`src/rtl/bm_pkg.sv`:
```
// Shared types and derived geometry for the block-match engine.
package bm_pkg;
    localparam int RD_PORT_W    = 8;
    localparam int BIT_FRAME_W  = 960;
    localparam int BLOCK_SIZE   = 16;
    localparam int SEARCH_BLK_W = 64;
    localparam int SEARCH_BLK_H = 32;

    localparam int FRAME_ADDR_W = BIT_FRAME_W / RD_PORT_W;
    localparam int BLK_WORDS    = BLOCK_SIZE / RD_PORT_W;
    localparam int SRCH_WORDS   = SEARCH_BLK_W / RD_PORT_W;
    localparam int N_DX         = SEARCH_BLK_W - BLOCK_SIZE + 1;
    localparam int N_DY         = SEARCH_BLK_H - BLOCK_SIZE + 1;
    localparam int COST_W       = 9;

    typedef enum logic [2:0] {
        ST_IDLE,
        ST_LOADBLK,
        ST_CLRACC,
        ST_LOADROW,
        ST_ACCUM,
        ST_SCAN,
        ST_REPORT
    } bm_state_e;
endpackage

```
`src/rtl/block_match_engine_if.sv`:
```
// Start/done handshake, memory read port and result bus of one block-match engine.
interface block_match_engine_if;
    import bm_pkg::*;

    logic                 bm_start;
    logic [15:0]          blk_addr;
    logic [15:0]          srch_addr;
    logic [15:0]          blk_index;
    logic                 bm_done;
    logic [15:0]          rd_addr;
    logic                 rd_en;
    logic [RD_PORT_W-1:0] rd_data;
    logic                 result_valid;
    logic [15:0]          result_index;
    logic [5:0]           best_dx;
    logic [4:0]           best_dy;
    logic [COST_W-1:0]    best_cost;

    modport slave (
        input  bm_start, blk_addr, srch_addr, blk_index, rd_data,
        output bm_done, rd_addr, rd_en, result_valid, result_index, best_dx, best_dy, best_cost
    );

    modport master (
        output bm_start, blk_addr, srch_addr, blk_index, rd_data,
        input  bm_done, rd_addr, rd_en, result_valid, result_index, best_dx, best_dy, best_cost
    );
endinterface

```
`src/rtl/bm_popcount16.sv`:
```
// Hamming distance of two 16-pixel binary rows.
module bm_popcount16 (
    input  logic [15:0] a_i,
    input  logic [15:0] b_i,
    output logic [4:0]  cnt_o
);
    logic [15:0] diff;

    always_comb begin
        diff  = a_i ^ b_i;
        cnt_o = '0;
        for (int i = 0; i < 16; i++) cnt_o = cnt_o + {4'd0, diff[i]};
    end
endmodule

```
`src/rtl/block_match_engine.sv`:
```
// Block-match engine: loads a 16x16 binary block, Hamming-scans it over a 64x32 window.
// Latency: 32 + 17*(1 + 16*(8+1+1) + 49) = 3602 edges from the accepting edge to the edge raising result_valid.
module block_match_engine
    import bm_pkg::*;
(
    input  logic                clk,
    input  logic                reset,
    block_match_engine_if.slave bm
);
    localparam int CNT_W = $clog2(BLOCK_SIZE + 1);

    bm_state_e                            state_q, state_d;
    logic [15:0]                          blk_addr_q, srch_addr_q, index_q;
    logic [3:0]                           r_q, w_q;
    logic [4:0]                           dy_q;
    logic [5:0]                           dx_q;
    logic [5:0]                           best_dx_q;
    logic [4:0]                           best_dy_q;
    logic [COST_W-1:0]                    best_cost_q;
    logic                                 rd_vld_q, rd_blk_q;
    logic [3:0]                           rd_row_q;
    logic [2:0]                           rd_word_q;
    logic [BLOCK_SIZE-1:0][BLOCK_SIZE-1:0] blk_rows_q;
    logic [SEARCH_BLK_W-1:0]              srow_q;
    logic [N_DX-1:0][COST_W-1:0]          acc_q;
    logic [N_DX-1:0][CNT_W-1:0]           pc;
    logic                                 rd_en, result_valid;
    logic [15:0]                          base, rd_addr;
    logic [4:0]                           row_sel;
    logic [14:0]                          row_off;

    for (genvar g = 0; g < N_DX; g++) begin : g_pc
        bm_popcount16 u_pc (
            .a_i  (blk_rows_q[r_q]),
            .b_i  (srow_q[g +: BLOCK_SIZE]),
            .cnt_o(pc[g])
        );
    end

    always_comb begin
        state_d      = state_q;
        rd_en        = 1'b0;
        result_valid = 1'b0;
        base         = blk_addr_q;
        row_sel      = {1'b0, r_q};
        case (state_q)
            ST_IDLE:    if (bm.bm_start) state_d = ST_LOADBLK;
            ST_LOADBLK: begin
                rd_en = 1'b1;
                if (r_q == 4'(BLOCK_SIZE - 1) && w_q == 4'(BLK_WORDS - 1)) state_d = ST_CLRACC;
            end
            ST_CLRACC:  state_d = ST_LOADROW;
            // One extra cycle after the last word so srow_q is complete before ACCUM
            ST_LOADROW: begin
                base    = srch_addr_q;
                row_sel = dy_q + {1'b0, r_q};
                rd_en   = (w_q < 4'(SRCH_WORDS));
                if (w_q == 4'(SRCH_WORDS)) state_d = ST_ACCUM;
            end
            ST_ACCUM:   state_d = (r_q == 4'(BLOCK_SIZE - 1)) ? ST_SCAN : ST_LOADROW;
            ST_SCAN:    if (dx_q == 6'(N_DX - 1)) state_d = (dy_q == 5'(N_DY - 1)) ? ST_REPORT : ST_CLRACC;
            ST_REPORT: begin
                result_valid = 1'b1;
                state_d      = ST_IDLE;
            end
            default:    state_d = ST_IDLE;
        endcase
        row_off = 15'(row_sel) * 15'(FRAME_ADDR_W);
        rd_addr = {base[15], base[14:0] + row_off + {11'd0, w_q}};
    end

    always_ff @(posedge clk) begin
        if (!reset) state_q <= ST_IDLE;
        else        state_q <= state_d;
    end

    always_ff @(posedge clk) begin
        if (!reset) begin
            blk_addr_q  <= '0;
            srch_addr_q <= '0;
            index_q     <= '0;
            r_q         <= '0;
            w_q         <= '0;
            dy_q        <= '0;
            dx_q        <= '0;
            best_dx_q   <= '0;
            best_dy_q   <= '0;
            best_cost_q <= '0;
            rd_vld_q    <= 1'b0;
            rd_blk_q    <= 1'b0;
            rd_row_q    <= '0;
            rd_word_q   <= '0;
        end else begin
            rd_vld_q  <= rd_en;
            rd_blk_q  <= (state_q == ST_LOADBLK);
            rd_row_q  <= r_q;
            rd_word_q <= w_q[2:0];
            case (state_q)
                ST_IDLE: if (bm.bm_start) begin
                    blk_addr_q  <= bm.blk_addr;
                    srch_addr_q <= bm.srch_addr;
                    index_q     <= bm.blk_index;
                    r_q         <= '0;
                    w_q         <= '0;
                    dy_q        <= '0;
                    dx_q        <= '0;
                    best_dx_q   <= '0;
                    best_dy_q   <= '0;
                    best_cost_q <= '1;
                end
                ST_LOADBLK: begin
                    if (w_q == 4'(BLK_WORDS - 1)) begin
                        w_q <= '0;
                        r_q <= r_q + 4'd1;
                    end else begin
                        w_q <= w_q + 4'd1;
                    end
                end
                ST_CLRACC: begin
                    r_q <= '0;
                    w_q <= '0;
                end
                ST_LOADROW: w_q <= w_q + 4'd1;
                ST_ACCUM: begin
                    w_q  <= '0;
                    r_q  <= r_q + 4'd1;
                    dx_q <= '0;
                end
                // Strict compare keeps the earliest (dy, dx) on ties
                ST_SCAN: begin
                    if (acc_q[dx_q] < best_cost_q) begin
                        best_cost_q <= acc_q[dx_q];
                        best_dx_q   <= dx_q;
                        best_dy_q   <= dy_q;
                    end
                    if (dx_q == 6'(N_DX - 1)) begin
                        dx_q <= '0;
                        dy_q <= dy_q + 5'd1;
                    end else begin
                        dx_q <= dx_q + 6'd1;
                    end
                end
                default: ;
            endcase
        end
    end

    always_ff @(posedge clk) begin
        if (rd_vld_q) begin
            if (rd_blk_q) blk_rows_q[rd_row_q][rd_word_q * RD_PORT_W +: RD_PORT_W] <= bm.rd_data;
            else          srow_q[rd_word_q * RD_PORT_W +: RD_PORT_W] <= bm.rd_data;
        end
        if (state_q == ST_CLRACC) begin
            acc_q <= '0;
        end else if (state_q == ST_ACCUM) begin
            for (int g = 0; g < N_DX; g++) acc_q[g] <= acc_q[g] + COST_W'(pc[g]);
        end
    end

    assign bm.bm_done      = (state_q == ST_IDLE);
    assign bm.rd_en        = rd_en;
    assign bm.rd_addr      = rd_addr;
    assign bm.result_valid = result_valid;
    assign bm.result_index = index_q;
    assign bm.best_dx      = best_dx_q;
    assign bm.best_dy      = best_dy_q;
    assign bm.best_cost    = best_cost_q;
endmodule

```
`src/flat_wrapper.sv`:
```
// flat-port wrapper written by rule: the top's interface ports become plain ports
module block_match_engine_flat import bm_pkg::*;
  (clk, reset, bm_bm_start, bm_blk_addr, bm_srch_addr, bm_blk_index, bm_rd_data, bm_bm_done, bm_rd_addr, bm_rd_en, bm_result_valid, bm_result_index, bm_best_dx, bm_best_dy, bm_best_cost);
  block_match_engine_if bm_i ();
  input  logic clk;
  input  logic reset;
  input wire logic [$bits(bm_i.bm_start)-1:0] bm_bm_start;
  input wire logic [$bits(bm_i.blk_addr)-1:0] bm_blk_addr;
  input wire logic [$bits(bm_i.srch_addr)-1:0] bm_srch_addr;
  input wire logic [$bits(bm_i.blk_index)-1:0] bm_blk_index;
  input wire logic [$bits(bm_i.rd_data)-1:0] bm_rd_data;
  output wire logic [$bits(bm_i.bm_done)-1:0] bm_bm_done;
  output wire logic [$bits(bm_i.rd_addr)-1:0] bm_rd_addr;
  output wire logic [$bits(bm_i.rd_en)-1:0] bm_rd_en;
  output wire logic [$bits(bm_i.result_valid)-1:0] bm_result_valid;
  output wire logic [$bits(bm_i.result_index)-1:0] bm_result_index;
  output wire logic [$bits(bm_i.best_dx)-1:0] bm_best_dx;
  output wire logic [$bits(bm_i.best_dy)-1:0] bm_best_dy;
  output wire logic [$bits(bm_i.best_cost)-1:0] bm_best_cost;
  assign bm_i.bm_start = bm_bm_start;
  assign bm_i.blk_addr = bm_blk_addr;
  assign bm_i.srch_addr = bm_srch_addr;
  assign bm_i.blk_index = bm_blk_index;
  assign bm_i.rd_data = bm_rd_data;
  assign bm_bm_done = bm_i.bm_done;
  assign bm_rd_addr = bm_i.rd_addr;
  assign bm_rd_en = bm_i.rd_en;
  assign bm_result_valid = bm_i.result_valid;
  assign bm_result_index = bm_i.result_index;
  assign bm_best_dx = bm_i.best_dx;
  assign bm_best_dy = bm_i.best_dy;
  assign bm_best_cost = bm_i.best_cost;
  block_match_engine u_core (.clk(clk), .reset(reset), .bm(bm_i));
endmodule
```
`config.mk`:
```
export PLATFORM = sky130hd
export DESIGN_NAME = block_match_engine_flat
export DESIGN_NICKNAME = d
export VERILOG_FILES = /design/src/rtl/bm_pkg.sv /design/src/rtl/block_match_engine_if.sv /design/src/rtl/bm_popcount16.sv /design/src/rtl/block_match_engine.sv /design/src/flat_wrapper.sv
export SDC_FILE = /design/constraint.sdc
export NUM_CORES = 2
export LEC_CHECK = 0
export CORE_ASPECT_RATIO = 0.75
export CORE_UTILIZATION = 55
export DETAILED_ROUTE_END_ITERATION = 8
export HOLD_SLACK_MARGIN = 0.12
export PLACE_DENSITY = 0.78
export SLEW_MARGIN = 0
export SYNTH_ARGS = -nofsm -noshare
export SYNTH_HDL_FRONTEND = slang
export SYNTH_SLANG_ARGS = --single-unit
```
`constraint.sdc`:
```
create_clock -name clk -period 6.4 [get_ports clk]
set_input_delay 1.28 -clock clk [delete_from_list [all_inputs] [get_ports clk]]
set_output_delay 1.28 -clock clk [all_outputs]
set_load 0.05 [all_outputs]
```
==> flow_metrics.py <==
metrics = {
    "status": {
        "run_status": "finished, violations left",
        "failed_checks": "negative setup slack",
    },
    "worst_setup_path": {
        "reg2reg_depth": 26,
        "max_fanout_on_critical_path": 2,
        "critPathKind": "flip-flop to primary output",
        "rr_startpoint": "u_core.r_q[0]",
        "rr_endpoint": "u_core.acc_q[161]",
        "crit_path_start_kind": "flip-flop",
        "critical_path_arrival_ps": 5950,
        "r2r_setup_slack_ps": -630,
        "cp-end-kind": "primary output",
        "critPathRequiredTime_ps": 5120,
    },
    "floorplanning": {
        "floorplan.rows": 112,
        "initial_utilization_pct": 55.5,
        "chipHeight_um": 309,
        "die_area_mm2": 0.127,
        "core_area_mm2": 0.124,
        "die_x_um": 411,
        "io_pins": 114,
    },
    "grt": {
        "grt_pass1_vias": 51800,
        "grt_first_pass_wirelength_mm": 310,
        "globalRouteOverflowTotal": 0,
        "grt_antenna_before_repair": 5,
        "gr-usage-all-layers_pct": 32.1,
        "grt_max_degree": 170,
    },
    "yosys": {
        "number_of_storage_elements_in_the_synthesis_netlist": 860,
        "synthCells": 6764,
        "most_used_dff_post_synth": "dfxtp_1",
        "syn_avg_cell_area_um2": 10.2,
        "mappedNetlistArea_mm2": 0.0691,
        "synth_edf_count": 320,
        "synth_fp_nets": 7869,
        "synth_seq_area_share_pct": 29.6,
        "yosys.cell_types.count": 71,
        "number_of_warnings_issued_by_yosys": 0,
        "asyncSetResetFlopFracSynth_pct": 0,
    },
    "timing": {
        "number_of_max_slew_violations_in_the_final_report": 0,
        "timing.max_slew.rel_slack_pct": 5.55,
        "finalHoldViolCount": 0,
        "rsz_0062_raised_after_global_routing": "true",
        "fin_crit_sh_pct": 113,
        "worst-slew-pin-transition_ps": 1400,
        "timing.final.crit_period_ps": 7230,
        "clock-skew-final_ps": 76.9,
        "finalSetupTns_ps": -70010,
        "setup_slack_ps": -829,
        "fmax_ghz": 0.138,
        "finalSetupViolations": 254,
    },
    "final_layout": {
        "layout-drive-gt1-share_pct": 20.9,
        "areaGrowthSynthToFinish_pct": 18.2,
        "final_net_count": 8215,
        "storage_element_area_mm2": 0.0204,
        "multi_input_comb_area_mm2": 0.0460,
        "n_fill_cell": 9104,
        "final-instance-count-excl-fill": 8843,
    },
    "placement": {
        "place_inst": 8465,
        "finalWeightedCongestion": 0.989,
        "detailedPlace.worstSlack_ps": -493,
        "buffer_ports.inserted": 113,
        "hpwlAfterDp_mm": 143,
    },
    "hold_path": {
        "hold_path_class": "flip-flop to flip-flop",
        "hold_path.startpoint": "u_core.bm.result_index[2]",
        "worst_hold_path.endpoint": "u_core.bm.result_index[2]",
        "min_delay_path_depth": 2,
    },
    "cts": {
        "clockRootBuffer": "clkbuf_16",
        "cts_buffers": 92,
        "tritoncts": "built",
        "clock_tree.htree_level_count": 3,
        "clk_latency_ps": 770,
        "cts_max_path_buffers": 3,
        "clk_pin_slew_ps": 70,
        "hold_bufs_at_cts": 0,
        "cts_num_sinks": 860,
    },
    "drt": {
        "wl_per_cell_um": 24.0,
        "vias": 52100,
        "remaining_drc_errors": 0,
        "viasPerCell": 5.89,
        "ant_nets": 0,
        "first_iter_violations": 5623,
        "drt_pass1_iterations": 6,
        "route.final.wire_length_mm": 212,
    },
    "pwr": {
        "design_power_total_uw": 41700,
        "share_of_power_burned_in_registers_pct": 16.7,
        "power.share.switching_pct": 44.6,
        "vdd.ir_drop.worst_v": 0.000484,
        "logic_gate_share_of_total_power_pct": 69.4,
        "p_int_uw": 23100,
        "pwr_density_cell_mw_per_mm2": 510,
        "clockPowerShare_pct": 13.9,
        "leakagePower_uw": 0.0356,
        "power.net_switching_uw": 18600,
    },
    "flow_run": {
        "maxCapViolCount": 0,
    },
}
## stage by stage
step | util [%] | hold WS [ps] | cell area (µm²)
final | 65.6 | 453 | 81600
after global routing | 65.6 | 468 | 81600
after CTS | 62.3 | 452 | 77500
after detailed placement | 59.4 | 443 | 73900
after global placement | 59.4 | 440 | 73900
after floorplan | - | 433 | 69300
## area by class of cell
cell class	count	area share, %
flip-flops and latches	860	25.0
clock buffers	120	3.13
repair buffers	669	8.34
multi-input cells	4653	56.3
clock inverters	52	0.789
well taps	1653	2.53
diodes	2	0.00613
inverters	834	3.83
## power by group through the flow
stage / Combinational, µW / Clock [µW] / Sequential (µW)
detailed placement: 25500 / 0 / 7040
global route: 32300 / 6010 / 7010
floorplan: 18900 / 0 / 6920
CTS: 26200 / 5800 / 6930
finish: 28900 / 5770 / 6950
global placement: 24200 / 0 / 7010
## state kept, by name, summed over array words and instances, names as in the netlist, 5 cells and up
register                flops
u_core.bm.result_index     16
u_core.bm.best_dx           6
u_core.blk_rows_q         256
u_core.dx_q                 6
u_core.bm.best_cost         9
u_core.srow_q              64
u_core.acc_q              441
u_core.dy_q                 5
u_core.bm.best_dy           5
u_core.srch_addr_q         16
u_core.blk_addr_q          16
## how the worst max path moves through the flow
stage / slack, ps / to / from / depth (start not counted)
floorplan: 2 / u_core.acc_q[395] / u_core.r_q[0] / 25
global placement: -340 / u_core.acc_q[80] / u_core.r_q[0] / 22
detailed placement: -490 / u_core.acc_q[260] / u_core.r_q[0] / 22
CTS: -870 / bm_rd_addr[14] / u_core.r_q[0] / 24
global route: -1070 / bm_rd_addr[13] / u_core.r_q[0] / 24
finish: -830 / bm_rd_addr[14] / u_core.r_q[0] / 24
## worst max-delay path, cell delays in order (launching register included)
cell	delay (ps)
dfxtp_4	360
buf_12	130
ha_4	160
fa_2	520
mux2_4	150
inv_2	40
fa_1	520
inv_2	50
fa_1	530
inv_2	50
fa_2	340
inv_2	60
a21oi_2	40
o21bai_1	200
a21o_1	190
a21oi_2	90
xnor2_2	150
ha_1	280
ha_2	180
or3_4	370
o211ai_1	190
a21oi_1	100
buf_4	190
xnor2_4	150
buf_12	150
## per-layer routing
metal  global-route usage (%)  wire, µm
met1                     44.2     84300
met2                     47.2     90300
met3                     11.4     28200
met4                     9.84      9570
met5                        0        14
## cells by family after synthesis
logic type               count (synthesis)  synth area share (%)
AO/OA/AOI/OAI                          930                  8.20
AND/OR/NAND/NOR                       1326                  8.50
buffers and inverters                 1251                  7.45
multiplexers                           254                  6.54
flip-flops                             860                  29.6
adder cells (fa/ha/maj)               1046                  25.4
XOR/XNOR                              1097                  14.3
## synth_stat cells, drive strengths merged (12+ instances only)
master | n | area, µm²
mux2 | 28 | 315
or3 | 58 | 363
a21oi | 487 | 2440
inv | 832 | 3120
nor2 | 316 | 1190
and2 | 95 | 597
o21bai | 41 | 308
edfxtp | 320 | 9610
dfxtp | 540 | 10800
a21o | 98 | 736
o211ai | 17 | 128
mux2i | 71 | 711
xor2 | 369 | 3230
nor3 | 70 | 350
o21ai | 97 | 493
a21boi | 12 | 90.1
nand2b | 15 | 93.8
clkbuf | 220 | 826
and3 | 44 | 275
o211a | 38 | 380
o22ai | 16 | 100
a22oi | 17 | 128
mux4 | 155 | 3490
fa | 595 | 11900
ha | 451 | 5640
nor2b | 63 | 394
nand3 | 33 | 165
a211oi | 59 | 443
buf | 197 | 1190
nand2 | 611 | 2290
xnor2 | 728 | 6680
## cells in the final DEF, fill, tap and decap left out, types with 102 or more instances in the layout
| master | instances |
|---|---|
| nor2_1 | 310 |
| fa_1 | 493 |
| clkdlybuf4s50_1 | 103 |
| buf_4 | 423 |
| xnor2_2 | 157 |
| nand2_1 | 610 |
| fa_2 | 102 |
| xor2_1 | 362 |
| dfxtp_1 | 534 |
| ha_1 | 440 |
| inv_1 | 724 |
| a21oi_1 | 388 |
| xnor2_1 | 553 |
| mux4_2 | 142 |
| inv_2 | 109 |
| edfxtp_1 | 320 |
| clkbuf_16 | 106 |
## what timing repair did
| item | CTS | global route |
|---|---|---|
| pin swaps | 40 | 449 |
| endpoints found under the setup margin | 191 | 282 |
| gates resized for setup | 94 | 558 |
| buffers inserted | 8 | 182 |
| gates cloned | 0 | 17 |
Note: power is estimated with default switching activity, not from simulation.
